===== src/rtl/alu_uart_pkg.sv =====
// Shared definitions for the UART command processor: command opcodes, ALU
// function codes, FSM state encodings and the combinational ALU.
package alu_uart_pkg;

    localparam logic [7:0] CMD_WR      = 8'hAA;
    localparam logic [7:0] CMD_RD      = 8'hBB;
    localparam logic [7:0] CMD_ALU_OP  = 8'hCC;
    localparam logic [7:0] CMD_ALU_NOP = 8'hDD;

    typedef enum logic [3:0] {
        ALU_ADD  = 4'd0,
        ALU_SUB  = 4'd1,
        ALU_MUL  = 4'd2,
        ALU_DIV  = 4'd3,
        ALU_AND  = 4'd4,
        ALU_OR   = 4'd5,
        ALU_NAND = 4'd6,
        ALU_NOR  = 4'd7,
        ALU_XOR  = 4'd8,
        ALU_XNOR = 4'd9,
        ALU_EQ   = 4'd10,
        ALU_GT   = 4'd11,
        ALU_LT   = 4'd12,
        ALU_SHR  = 4'd13,
        ALU_SHL  = 4'd14,
        ALU_ZERO = 4'd15
    } alu_fun_t;

    typedef enum logic [2:0] {
        ST_IDLE,
        ST_WR_ADDR,
        ST_WR_DATA,
        ST_RD_ADDR,
        ST_ALU_A,
        ST_ALU_B,
        ST_ALU_FUN
    } cmd_state_t;

    typedef enum logic [2:0] {
        RX_IDLE,
        RX_START,
        RX_DATA,
        RX_PARITY,
        RX_STOP
    } rx_state_t;

    // All results wrap to 8 bits; divide by zero yields zero.
    function automatic logic [7:0] alu_compute(input logic [7:0] a,
                                               input logic [7:0] b,
                                               input logic [3:0] fun);
        logic [7:0] r;
        case (alu_fun_t'(fun))
            ALU_ADD:  r = a + b;
            ALU_SUB:  r = a - b;
            ALU_MUL:  r = a * b;
            ALU_DIV:  r = (b == 8'd0) ? 8'h00 : a / b;
            ALU_AND:  r = a & b;
            ALU_OR:   r = a | b;
            ALU_NAND: r = ~(a & b);
            ALU_NOR:  r = ~(a | b);
            ALU_XOR:  r = a ^ b;
            ALU_XNOR: r = ~(a ^ b);
            ALU_EQ:   r = (a == b) ? 8'd1 : 8'd0;
            ALU_GT:   r = (a > b) ? 8'd2 : 8'd0;
            ALU_LT:   r = (a < b) ? 8'd3 : 8'd0;
            ALU_SHR:  r = a >> 1;
            ALU_SHL:  r = a << 1;
            default:  r = 8'h00;
        endcase
        return r;
    endfunction

endpackage


===== src/rtl/uart_bit_rx.sv =====
// UART receiver: synchronizes the serial line, times bits from the start edge,
// and checks even parity and the stop bit of each 11-bit frame.
module uart_bit_rx
    import alu_uart_pkg::*;
#(
    parameter int PRESCALE = 32
) (
    input  logic       clk,
    input  logic       rst_n,
    input  logic       serial,
    output logic [7:0] data,
    output logic       valid,
    output logic       error
);

    localparam int CNT_W = $clog2(PRESCALE);
    localparam logic [CNT_W-1:0] FULL_LAST = CNT_W'(PRESCALE - 1);
    localparam logic [CNT_W-1:0] HALF_LAST = CNT_W'(PRESCALE / 2 - 1);

    logic [1:0]       sync_q;
    logic             line_s;
    logic             line_prev;
    rx_state_t        state;
    rx_state_t        state_next;
    logic [CNT_W-1:0] cnt;
    logic [2:0]       bit_idx;
    logic [7:0]       shift;
    logic             parity;
    logic             tick;
    logic             half_tick;

    assign line_s    = sync_q[1];
    assign tick      = (cnt == FULL_LAST);
    assign half_tick = (cnt == HALF_LAST);
    assign data      = shift;

    // Start needs a real high-to-low edge, so a line held low out of reset
    // or after a bad stop bit never launches a frame.
    always_comb begin
        state_next = state;
        case (state)
            RX_IDLE:   if (line_prev && !line_s) state_next = RX_START;
            RX_START:  if (half_tick) state_next = line_s ? RX_IDLE : RX_DATA;
            RX_DATA:   if (tick && bit_idx == 3'd7) state_next = RX_PARITY;
            RX_PARITY: if (tick) state_next = RX_STOP;
            RX_STOP:   if (tick) state_next = RX_IDLE;
            default:   state_next = RX_IDLE;
        endcase
    end

    always_ff @(posedge clk or negedge rst_n) begin
        if (!rst_n) begin
            sync_q    <= '0;
            line_prev <= 1'b0;
            state     <= RX_IDLE;
            cnt       <= '0;
            bit_idx   <= '0;
            shift     <= '0;
            parity    <= 1'b0;
            valid     <= 1'b0;
            error     <= 1'b0;
        end else begin
            sync_q    <= {sync_q[0], serial};
            line_prev <= line_s;
            state     <= state_next;
            valid     <= 1'b0;
            error     <= 1'b0;
            cnt       <= (state_next != state || tick) ? '0 : cnt + 1'b1;
            case (state)
                RX_IDLE: bit_idx <= '0;
                RX_DATA: begin
                    if (tick) begin
                        shift   <= {line_s, shift[7:1]};
                        bit_idx <= bit_idx + 1'b1;
                    end
                end
                RX_PARITY: if (tick) parity <= line_s;
                RX_STOP: begin
                    if (tick) begin
                        if (line_s && (parity == ^shift)) valid <= 1'b1;
                        else error <= 1'b1;
                    end
                end
                default: ;
            endcase
        end
    end

endmodule


===== src/rtl/alu_uart_sys.sv =====
// UART command processor top: decodes write/read/ALU command packets against a
// 16x8 register file and serializes responses through a small TX queue.
module alu_uart_sys
    import alu_uart_pkg::*;
#(
    parameter int PRESCALE   = 32,
    parameter int FIFO_DEPTH = 8
) (
    input  logic ref_clk,
    input  logic rst,
    input  logic rx_in,
    output logic tx_out
);

    localparam int CNT_W = $clog2(PRESCALE);
    localparam int PW    = $clog2(FIFO_DEPTH);
    localparam logic [CNT_W-1:0] FULL_LAST = CNT_W'(PRESCALE - 1);

    logic [7:0]       rx_data;
    logic             rx_valid;
    logic             rx_error;

    cmd_state_t       state;
    cmd_state_t       state_next;
    logic [7:0]       regs [16];
    logic [3:0]       addr;
    logic             addr_we;
    logic             reg_we;
    logic [3:0]       reg_waddr;
    logic             push;
    logic [7:0]       push_data;

    logic [7:0]       fifo_mem [FIFO_DEPTH];
    logic [PW-1:0]    wr_ptr;
    logic [PW-1:0]    rd_ptr;
    logic [PW:0]      count;
    logic             fifo_full;
    logic             fifo_empty;
    logic             push_ok;
    logic             pop;

    logic             tx_busy;
    logic [CNT_W-1:0] tx_cnt;
    logic [3:0]       tx_bit;
    logic [9:0]       tx_shift;
    logic             tx_line;
    logic             tx_tick;
    logic             tx_ready;

    uart_bit_rx #(.PRESCALE(PRESCALE)) u_rx (
        .clk    (ref_clk),
        .rst_n  (rst),
        .serial (rx_in),
        .data   (rx_data),
        .valid  (rx_valid),
        .error  (rx_error)
    );

    // A framing or parity error always resynchronizes the packet parser.
    always_comb begin
        state_next = state;
        addr_we    = 1'b0;
        reg_we     = 1'b0;
        reg_waddr  = 4'd0;
        push       = 1'b0;
        push_data  = 8'h00;
        if (rx_error) begin
            state_next = ST_IDLE;
        end else if (rx_valid) begin
            case (state)
                ST_IDLE: begin
                    case (rx_data)
                        CMD_WR:      state_next = ST_WR_ADDR;
                        CMD_RD:      state_next = ST_RD_ADDR;
                        CMD_ALU_OP:  state_next = ST_ALU_A;
                        CMD_ALU_NOP: state_next = ST_ALU_FUN;
                        default:     state_next = ST_IDLE;
                    endcase
                end
                ST_WR_ADDR: begin
                    addr_we    = 1'b1;
                    state_next = ST_WR_DATA;
                end
                ST_WR_DATA: begin
                    reg_we     = 1'b1;
                    reg_waddr  = addr;
                    state_next = ST_IDLE;
                end
                ST_RD_ADDR: begin
                    push       = 1'b1;
                    push_data  = regs[rx_data[3:0]];
                    state_next = ST_IDLE;
                end
                ST_ALU_A: begin
                    reg_we     = 1'b1;
                    reg_waddr  = 4'd0;
                    state_next = ST_ALU_B;
                end
                ST_ALU_B: begin
                    reg_we     = 1'b1;
                    reg_waddr  = 4'd1;
                    state_next = ST_ALU_FUN;
                end
                ST_ALU_FUN: begin
                    push       = 1'b1;
                    push_data  = alu_compute(regs[0], regs[1], rx_data[3:0]);
                    state_next = ST_IDLE;
                end
                default: state_next = ST_IDLE;
            endcase
        end
    end

    always_ff @(posedge ref_clk or negedge rst) begin
        if (!rst) begin
            state <= ST_IDLE;
            addr  <= '0;
            for (int i = 0; i < 16; i++) regs[i] <= '0;
        end else begin
            state <= state_next;
            if (addr_we) addr <= rx_data[3:0];
            if (reg_we) regs[reg_waddr] <= rx_data;
        end
    end

    assign fifo_full  = (count == (PW+1)'(FIFO_DEPTH));
    assign fifo_empty = (count == '0);
    assign push_ok    = push && !fifo_full;
    assign tx_tick    = (tx_cnt == FULL_LAST);
    // Popping in the last stop-bit cycle keeps queued frames back-to-back.
    assign tx_ready   = !tx_busy || (tx_tick && tx_bit == 4'd10);
    assign pop        = !fifo_empty && tx_ready;

    always_ff @(posedge ref_clk or negedge rst) begin
        if (!rst) begin
            wr_ptr <= '0;
            rd_ptr <= '0;
            count  <= '0;
            for (int i = 0; i < FIFO_DEPTH; i++) fifo_mem[i] <= '0;
        end else begin
            if (push_ok) begin
                fifo_mem[wr_ptr] <= push_data;
                wr_ptr           <= wr_ptr + 1'b1;
            end
            if (pop) rd_ptr <= rd_ptr + 1'b1;
            case ({push_ok, pop})
                2'b10:   count <= count + 1'b1;
                2'b01:   count <= count - 1'b1;
                default: count <= count;
            endcase
        end
    end

    always_ff @(posedge ref_clk or negedge rst) begin
        if (!rst) begin
            tx_busy  <= 1'b0;
            tx_cnt   <= '0;
            tx_bit   <= '0;
            tx_shift <= '0;
            tx_line  <= 1'b1;
        end else if (pop) begin
            tx_shift <= {1'b1, ^fifo_mem[rd_ptr], fifo_mem[rd_ptr]};
            tx_line  <= 1'b0;
            tx_busy  <= 1'b1;
            tx_cnt   <= '0;
            tx_bit   <= '0;
        end else if (tx_busy) begin
            if (tx_tick) begin
                tx_cnt <= '0;
                if (tx_bit == 4'd10) begin
                    tx_busy <= 1'b0;
                    tx_line <= 1'b1;
                end else begin
                    tx_bit   <= tx_bit + 1'b1;
                    tx_line  <= tx_shift[0];
                    tx_shift <= {1'b1, tx_shift[9:1]};
                end
            end else begin
                tx_cnt <= tx_cnt + 1'b1;
            end
        end
    end

    assign tx_out = tx_line;

endmodule


===== config.mk =====
export PLATFORM = sky130hd
export DESIGN_NAME = alu_uart_sys
export DESIGN_NICKNAME = d
export VERILOG_FILES = /design/src/rtl/alu_uart_pkg.sv /design/src/rtl/uart_bit_rx.sv /design/src/rtl/alu_uart_sys.sv
export SDC_FILE = /design/constraint.sdc
export NUM_CORES = 1
export LEC_CHECK = 0
export ABC_AREA = 1
export BUFFER_PORTS_ARGS = -buffer_cell sky130_fd_sc_hd__clkbuf_2
export CAP_MARGIN = 25
export CORE_MARGIN = 2
export CORE_UTILIZATION = 33
export DETAILED_ROUTE_END_ITERATION = 10
export PLACE_DENSITY = 0.49
export SLEW_MARGIN = 10
export SYNTH_ARGS = -nofsm -noshare
export SYNTH_HDL_FRONTEND = slang
export SYNTH_SLANG_ARGS = --single-unit

===== constraint.sdc =====
create_clock -name ref_clk -period 17.1 [get_ports ref_clk]
set_input_delay 1.71 -clock ref_clk [delete_from_list [all_inputs] [get_ports ref_clk]]
set_output_delay 1.71 -clock ref_clk [all_outputs]
set_load 0.02 [all_outputs]

==> results of run 1 <==
## cells in the mapped netlist, types with 3 or more instances
cell type | count | area share, %
sky130_fd_sc_hd__buf_6 | 12 | 0.80
sky130_fd_sc_hd__clkbuf_1 | 64 | 1.4
sky130_fd_sc_hd__nand3_1 | 161 | 4.8
sky130_fd_sc_hd__xor2_1 | 19 | 0.99
sky130_fd_sc_hd__o21ai_1 | 43 | 1.3
sky130_fd_sc_hd__nand2_1 | 609 | 14
sky130_fd_sc_hd__o21ai_2 | 8 | 0.42
sky130_fd_sc_hd__and2_1 | 5 | 0.19
sky130_fd_sc_hd__dfrtp_1 | 254 | 38
sky130_fd_sc_hd__nor3_4 | 8 | 0.77
sky130_fd_sc_hd__fa_1 | 15 | 1.8
sky130_fd_sc_hd__o2111ai_1 | 4 | 0.21
sky130_fd_sc_hd__xnor2_1 | 6 | 0.31
sky130_fd_sc_hd__nor2_8 | 4 | 0.48
sky130_fd_sc_hd__nor2_2 | 3 | 0.11
sky130_fd_sc_hd__nor2_1 | 146 | 3.3
sky130_fd_sc_hd__o22ai_1 | 13 | 0.48
sky130_fd_sc_hd__buf_1 | 7 | 0.16
sky130_fd_sc_hd__buf_2 | 12 | 0.36
sky130_fd_sc_hd__o211ai_1 | 41 | 1.8
sky130_fd_sc_hd__o21ai_0 | 287 | 8.5
sky130_fd_sc_hd__nor4_1 | 4 | 0.15
sky130_fd_sc_hd__a21oi_1 | 86 | 2.6
sky130_fd_sc_hd__ha_1 | 107 | 8.0
sky130_fd_sc_hd__nand4_1 | 17 | 0.63
sky130_fd_sc_hd__or2_2 | 14 | 0.52
sky130_fd_sc_hd__inv_1 | 252 | 5.6
sky130_fd_sc_hd__nand2_2 | 9 | 0.33
sky130_fd_sc_hd__nor2_4 | 8 | 0.54
sky130_fd_sc_hd__inv_2 | 10 | 0.22
sky130_fd_sc_hd__nor3_1 | 10 | 0.30
## stage by stage
step,power [mW],cells
3_5_place_dp,0.6673,2856
5_1_grt,1.343,2912
4_1_cts,1.314,2911
2_1_floorplan,0.6473,2266
6_report,1.292,2912
3_3_place_gp,0.6662,2856
## how the worst max path moves through the flow
stage / start / slack (ns) / depth (start not counted) / endpoint
floorplan: regs[112] / 8.07 / 66 / fifo_mem[0]
global placement: regs[112] / 6.85 / 65 / fifo_mem[32]
detailed placement: regs[112] / 6.52 / 66 / fifo_mem[40]
CTS: regs[112] / 6.46 / 66 / fifo_mem[0]
global route: regs[112] / 5.11 / 64 / fifo_mem[40]
finish: regs[112] / 6.39 / 67 / fifo_mem[0]
## layout make-up
type	instances	area (um^2)
Clock buffer	51	909.6
Clock inverter	4	62.56
Tap cell	672	840.8
Sequential cell	255	6386
Multi-Input combinational cell	1651	8985
Timing Repair Buffer	15	135.1
Inverter	264	993.5
Fill cell	5356	31960
## flip-flops by register name (all words and copies together) (netlist names)
name / count
addr: 4
count: 4
fifo_mem: 64
rd_ptr: 3
regs: 128
state: 3
tx_bit: 4
tx_busy: 1
tx_cnt: 5
tx_out: 1
tx_shift: 10
u_rx.bit_idx: 3
u_rx.cnt: 5
u_rx.data: 8
u_rx.error: 1
u_rx.line_prev: 1
u_rx.parity: 1
u_rx.state: 3
u_rx.sync_q: 2
u_rx.valid: 1
wr_ptr: 3
## layer usage
| metal | vias to the layer above | track usage, % | share of wire [%] |
|---|---|---|---|
| met5 | - | 0 | 0 |
| met4 | 0 | 4.617 | 2.4 |
| met3 | 64 | 2.207 | 4.1 |
| met2 | 305 | 29.73 | 44 |
| met1 | 6943 | 27.76 | 49 |
| li1 | 7307 | - | - |
## power by group through the flow
stage | Clock [mW] | Sequential, mW | Combinational (mW)
finish | 0.637 | 0.616 | 0.0385
global route | 0.680 | 0.617 | 0.0466
CTS | 0.658 | 0.616 | 0.0403
detailed placement | 0 | 0.627 | 0.0404
global placement | 0 | 0.627 | 0.0393
floorplan | 0 | 0.626 | 0.0215
## worst reg2reg max path: cells and delay by family (launching register included)
family / cells / cell delay [ns]
flops: 1 / 0.55
simple gates: 37 / 4.15
compound gates: 15 / 2.45
xor+xnor: 1 / 0.16
buf+inv: 6 / 0.78
fa+ha+maj: 8 / 2.56
## kinds of logic (layout without fill, tap and decap cells)
| family | after synthesis | in the layout | synth area share, % |
|---|---|---|---|
| AND/OR/NAND/NOR | 1005 | 1005 | 26.08 |
| AO/OA/AOI/OAI | 498 | 498 | 16.18 |
| buffers and inverters | 360 | 334 | 8.695 |
| flip-flops | 255 | 255 | 37.94 |
| adder cells (fa/ha/maj) | 122 | 122 | 9.743 |
| XOR/XNOR | 25 | 25 | 1.302 |
| multiplexers | 1 | 1 | 0.05950 |
==> results.md, run 1 <==
* Run status: finished, final reports clean
* Critical Path AT at 11.22 ns
* Vertical die dimension at 229.8 um
* DRT Wirelength at 49.26 mm
* 1st-iter DRT viols at 1042
* Post-CTS setup-driven buffer insertion count at 0
* Clock insertion delay at the later pin of the skew report at 0.58 ns
* Total Die Area at 52800 um^2
* Most used cells in the layout excluding fill and tap cells: sky130_fd_sc_hd__nand2_1, sky130_fd_sc_hd__o21ai_0, sky130_fd_sc_hd__inv_1
* Post-synth EDFFs at 0
* Wire length of the first global-routing pass at 80.71 mm
* Pin count of the biggest net entering global routing at 144
* Average wire per standard cell at 16.92 um
* Synth warn at 0
* CP max FO at 11
* Worst Skew at 0.01752 ns
* Cell type group with the largest total delay on the critical path: simple AND/OR/NAND/NOR gates
* CP endpoint kind: register
* Post-Layout Inst Area at 18310 um^2
* Total track usage at 18.95%
* Vias per cell at 5.020
* Residual antenna-violating net count after detailed routing at 0
* Number of antenna violations at the first check in global routing at 0
* Post-synthesis average cell area at 7.424 um^2
* Kind of start point of the critical path: register
* Clock buffers created by TritonCTS at 30
* Most used flip-flop cell after synthesis: sky130_fd_sc_hd__dfrtp_1
* Number of global-route vias before repair at 14340
* Worst path required time at 17.61 ns
* Number of cells upsized or downsized after cts at 0
* Diodes inserted at 0
* Startpoint of the most critical register-to-register path: regs[112]
* Hold violation count in the final report at 0
* Clock buffer depth at 3
* Async set-reset flop share out of synthesis at 100.0%
* Part of the total power dissipated in sequential elements at 47.7%
* Post-Syn Nets at 2391
* Count of pins on the block boundary at 4
* Max H-tree Level at 1
* Placed Area at 17330 um^2
* Worst slew slack as a fraction of its limit at 36.29%
* Smallest hold slack at 0.3585 ns
* Detailed-route via count at 14620
* Count of different cell masters after synthesis at 52
* Final slew viol count at 0
* Flop-to-flop setup slack at 6.39 ns
* Final period utilization at 62.65%
* Final Worst Setup Slack at 6.387 ns
* Number of nets in the layout at 2342
* Depth of the worst register-to-register path at 67
* Sinks on the clock net at 255
* Number of placement rows at 82
* Relative contribution of combinational cells to total power at 3.0%
* Most Frequent Cell on Critical Path: sky130_fd_sc_hd__nand2_1
* Worst-Margin Slew at 0.9557 ns
* Critical-path top delay cell: sky130_fd_sc_hd__dfrtp_1
* Maximum clock rate at 0.09334 GHz
* Clock transition at the register clock pins on the worst setup and hold paths after CTS at 0.07 ns
* Internal power summed over all cells at 0.9957 mW
* #FFs+latches synth at 255
* Detailed-placement wirelength estimate at 33.42 mm
* First drt pass iteration count at 5
* Hold-critical path depth at 0
* Syn Std Cell Area at 16820 um^2
* Cell leakage power at 9.067 nW
* CTS tree: built
* # hold bufs at CTS at 0
* Count of mapped cells out of synthesis at 2266
* Share of layout cells above drive strength 1 at 5.938%
* Number of I/O port buffers at 3
* Worst flop-to-flop path endpoint: fifo_mem[0]
* Min-delay src: u_rx.sync_q[0]
* Kind of critical path: register to register
* Sequential-to-total area share from yosys stat at 37.94%
* Placement Setup Slack at 6.522 ns
* Min-Delay Path Class: register to register
* Switching part of the total at 22.91%
* Count of unresolved DRC violations after routing at 0
* Die width at 229.8 um
* Power density over cell area at 70.53 nW/um^2
* Commonest non-fill, non-tap cell in the layout: sky130_fd_sc_hd__nand2_1
* Sum of negative setup slack at 0 ns
* Clk Tree Root Cell: sky130_fd_sc_hd__clkbuf_16
* Last weighted congestion value of the routability-driven placer at 0.9248
* RSZ-0062 raised after global routing: no
* Placeable core region at 50270 um^2
* Endpoint with the worst hold slack: u_rx.sync_q[1]
* Final setup viols at 0
* Total net switching power at 0.2959 mW
* Initial standard-cell utilization of the core at 33.46%
* Grt ovf at 0
* Number of buffers and inverters on the critical path at 6
* Highest ir drop seen on vdd at 0.07549 mV
* Synth-to-Final Area Change at 8.859%
* Final Core Density at 36.43%
* Crit path time final at 10.71 ns
* Part of the power in the clock network at 49.3%
* Delay contributed by the slowest stage of the critical path at 0.55 ns
* Number of max-cap violations at 0
(Power assumes the default switching activity.)
==> inputs of run 2 (changes only) <==
Settings changed: PLACE_DENSITY 0.49 to 0.51.
Clock period 17.1 ns to 8.75 ns, I/O delays scaled along.
==> run 2 against run 1 <==
  * Count of clock-buffer cells in the layout down 11
  * Die area unchanged
  * Power up 97%
  * Largest power group unchanged
  * Non-clock buffer count up 126
  * Largest cell class unchanged
  * First-iteration DRC count up 15%
  * Worst setup slack worse by 6.2 ns
  * Critical path depth unchanged
  * Combinational power up 95%
  * Flip-flop and latch count unchanged
  * Routed wire length up 3.4%
  * Sequential power up 95%
==> results.md, run 2 (synthesis results as in run 1) <==
* Kind of start point of the critical path: register
* Number of max-cap violations at 0 (unchanged)
* Overall power consumption at 2.543 mW (+97%)
* Final period utilization at 98.25% (+36 points)
* Crit path time final at 8.597 ns (-2.117 ns)
* Number of I/O port buffers at 3 (unchanged)
* Power density over cell area at 127.8 nW/um^2 (+81%)
* Worst path required time at 9.25 ns (-8.36 ns)
* Clock buffer depth at 3 (unchanged)
* Placeable core region at 50270 um^2 (unchanged)
* DRT Wirelength at 50.94 mm (+3.4%)
* Number of global-route vias before repair at 14640 (+2.0%)
* Total track usage at 19.01% (+0.058 points)
* Count of pins on the block boundary at 4 (unchanged)
* CP max FO at 8 (-3)
* Delay contributed by the slowest stage of the critical path at 0.42 ns (-0.13 ns)
* Most used cells in the layout excluding fill and tap cells: sky130_fd_sc_hd__nand2_1, sky130_fd_sc_hd__o21ai_0, sky130_fd_sc_hd__dfrtp_1
* Number of placement rows at 82 (unchanged)
* Clock insertion delay at the later pin of the skew report at 0.59 ns (about the same)
* Worst Skew at 0.03594 ns (+0.01842 ns)
* Hold violation count in the final report at 0 (unchanged)
* Clock buffers created by TritonCTS at 28 (-6.7%)
* Largest registers: regs x128, fifo_mem x64, tx_shift x10
* Critical-path top delay cell: sky130_fd_sc_hd__dfrtp_2
* Clk Tree Root Cell: sky130_fd_sc_hd__clkbuf_16
* Max reg flops at 128 (unchanged)
* Smallest hold slack at 0.3610 ns (+0.002461 ns)
* Cell leakage power at 9.757 nW (+7.6%)
* Run status: finished, final reports clean
* Min-Delay Path Class: primary input to async pin
* Most Frequent Cell on Critical Path: sky130_fd_sc_hd__nand2_1
* Vertical die dimension at 229.8 um (unchanged)
* Count of unresolved DRC violations after routing at 0 (unchanged)
* Max H-tree Level at 1 (unchanged)
* Initial standard-cell utilization of the core at 33.46% (unchanged)
* Residual antenna-violating net count after detailed routing at 0 (unchanged)
* RSZ-0062 raised after global routing: yes
* Last weighted congestion value of the routability-driven placer at 0.8991 (-2.8%)
* Worst-Margin Slew at 1.073 ns (+0.1173 ns)
* 1st-iter DRT viols at 1200 (+15%)
* Synth-to-Final Area Change at 18.27%
* Highest ir drop seen on vdd at 0.1387 mV (+84%)
* Share of layout cells above drive strength 1 at 15.63% (+9.7 points)
* Final setup viols at 0 (unchanged)
* Critical Path AT at 9.09 ns (-2.13 ns)
* Grt ovf at 0 (unchanged)
* Wire length of the first global-routing pass at 81.15 mm (+0.55%)
* Maximum clock rate at 0.1163 GHz (+25%)
* Kind of critical path: register to register
* Average wire per standard cell at 16.79 um (-0.71%)
* CP endpoint kind: register
* Commonest non-fill, non-tap cell in the layout: sky130_fd_sc_hd__nand2_1
* Detailed-route via count at 15250 (+4.3%)
* Pin count of the biggest net entering global routing at 122 (-15%)
* Clock transition at the register clock pins on the worst setup and hold paths after CTS at 0.07 ns (about the same)
* Final slew viol count at 0 (unchanged)
* Worst slew slack as a fraction of its limit at 28.46% (-7.8 points)
* Number of antenna violations at the first check in global routing at 0 (unchanged)
* CTS tree: built
* Most flop-heavy register: regs
* Die width at 229.8 um (unchanged)
* Launch point of the worst path: regs[112]
* Startpoint of the most critical register-to-register path: regs[112]
* Sinks on the clock net at 255 (unchanged)
* Total Die Area at 52800 um^2 (unchanged)
* Vias per cell at 5.027 (+0.14%)
* First drt pass iteration count at 7 (+2)
* Number of nets in the layout at 2466 (+5.3%)
* Diodes inserted at 0 (unchanged)
* Detailed-placement wirelength estimate at 34.06 mm (+1.9%)
==> run 2: changes by cell type in the layout (fill, tap and decap cells not counted), moves of 14 or more <==
cell                      delta
sky130_fd_sc_hd__nand2_2    +26
sky130_fd_sc_hd__ha_1       -17
sky130_fd_sc_hd__ha_4       +17
sky130_fd_sc_hd__o21ai_0    -21
sky130_fd_sc_hd__nand3_1    -14
sky130_fd_sc_hd__buf_4     +121
sky130_fd_sc_hd__nand2_1    -33
==> run 2: metal layers <==
metal	up-vias	track usage, %	share of wire (%)
li1	7554	-	-
met1	7340	26.64	47
met2	284	30.73	46
met3	70	2.889	4.4
met4	0	4.677	2.4
met5	-	0	0
==> run 2: through the flow <==
step | setup TNS, ns | worst slack (ns) | utilization [%] | area [um^2] | std cells
floorplan | 0 | 0.0009353 | - | 16830 | 2266
global placement | -3.365 | -0.4263 | 36.05 | 18120 | 2963
detailed placement | -4.825 | -0.6080 | 36.05 | 18120 | 2963
CTS | 0 | 0.007103 | 38.33 | 19270 | 3017
global route | -2.364 | -0.3040 | 39.58 | 19900 | 3033
finish | 0 | 0.1534 | 39.58 | 19900 | 3033
==> run 2: worst paths after layout <==
kind	endpoint	slack (ns)	depth (start not counted)
hold reg to reg	u_rx.sync_q[1]	0.37	0
hold / removal	tx_cnt[0]	0.36	1
setup reg to reg	fifo_mem[24]	0.15	67
setup / recovery	fifo_mem[24]	0.15	67
max in group asynchronous	u_rx.data[1]	6.78	2
min in group ref_clk	u_rx.sync_q[1]	0.37	0
==> run 2: final cells by class <==
class | instances | area (um^2)
Multi-Input combinational cell | 1651 | 9600
Clock inverter | 10 | 177.7
Sequential cell | 255 | 6386
Tap cell | 672 | 840.8
Clock buffer | 40 | 795.8
Inverter | 264 | 1008
Fill cell | 5241 | 30380
Timing Repair Buffer | 141 | 1087
==> run 2: worst max-delay path: cells and delay by family (launching register included) <==
family / cells / cell delay, ns
and+or+nand+nor: 39 / 3.87
AOI/OAI and AO/OA: 9 / 1.33
buffers and inverters: 10 / 0.74
xor gates and xnor gates: 1 / 0.14
adders and majority gates: 8 / 1.98
DFF: 1 / 0.42
==> run 2: what timing repair did <==
action                                  4_1_cts  5_1_grt
resized for setup                            44      118
pin swaps                                    16       79
setup buffers                                 4       15
endpoints found under the hold margin         0        0
endpoints found under the setup margin       16       16
hold buffers                                  0        0
==> run 2: power breakdown <==
part | leakage, nW | switching [mW] | internal (mW)
logic | 5.74 | 0.0546 | 0.0203
registers | 3.54 | 0.0104 | 1.19
clock network | 0.473 | 0.514 | 0.751
total | 9.76 | 0.579 | 1.96
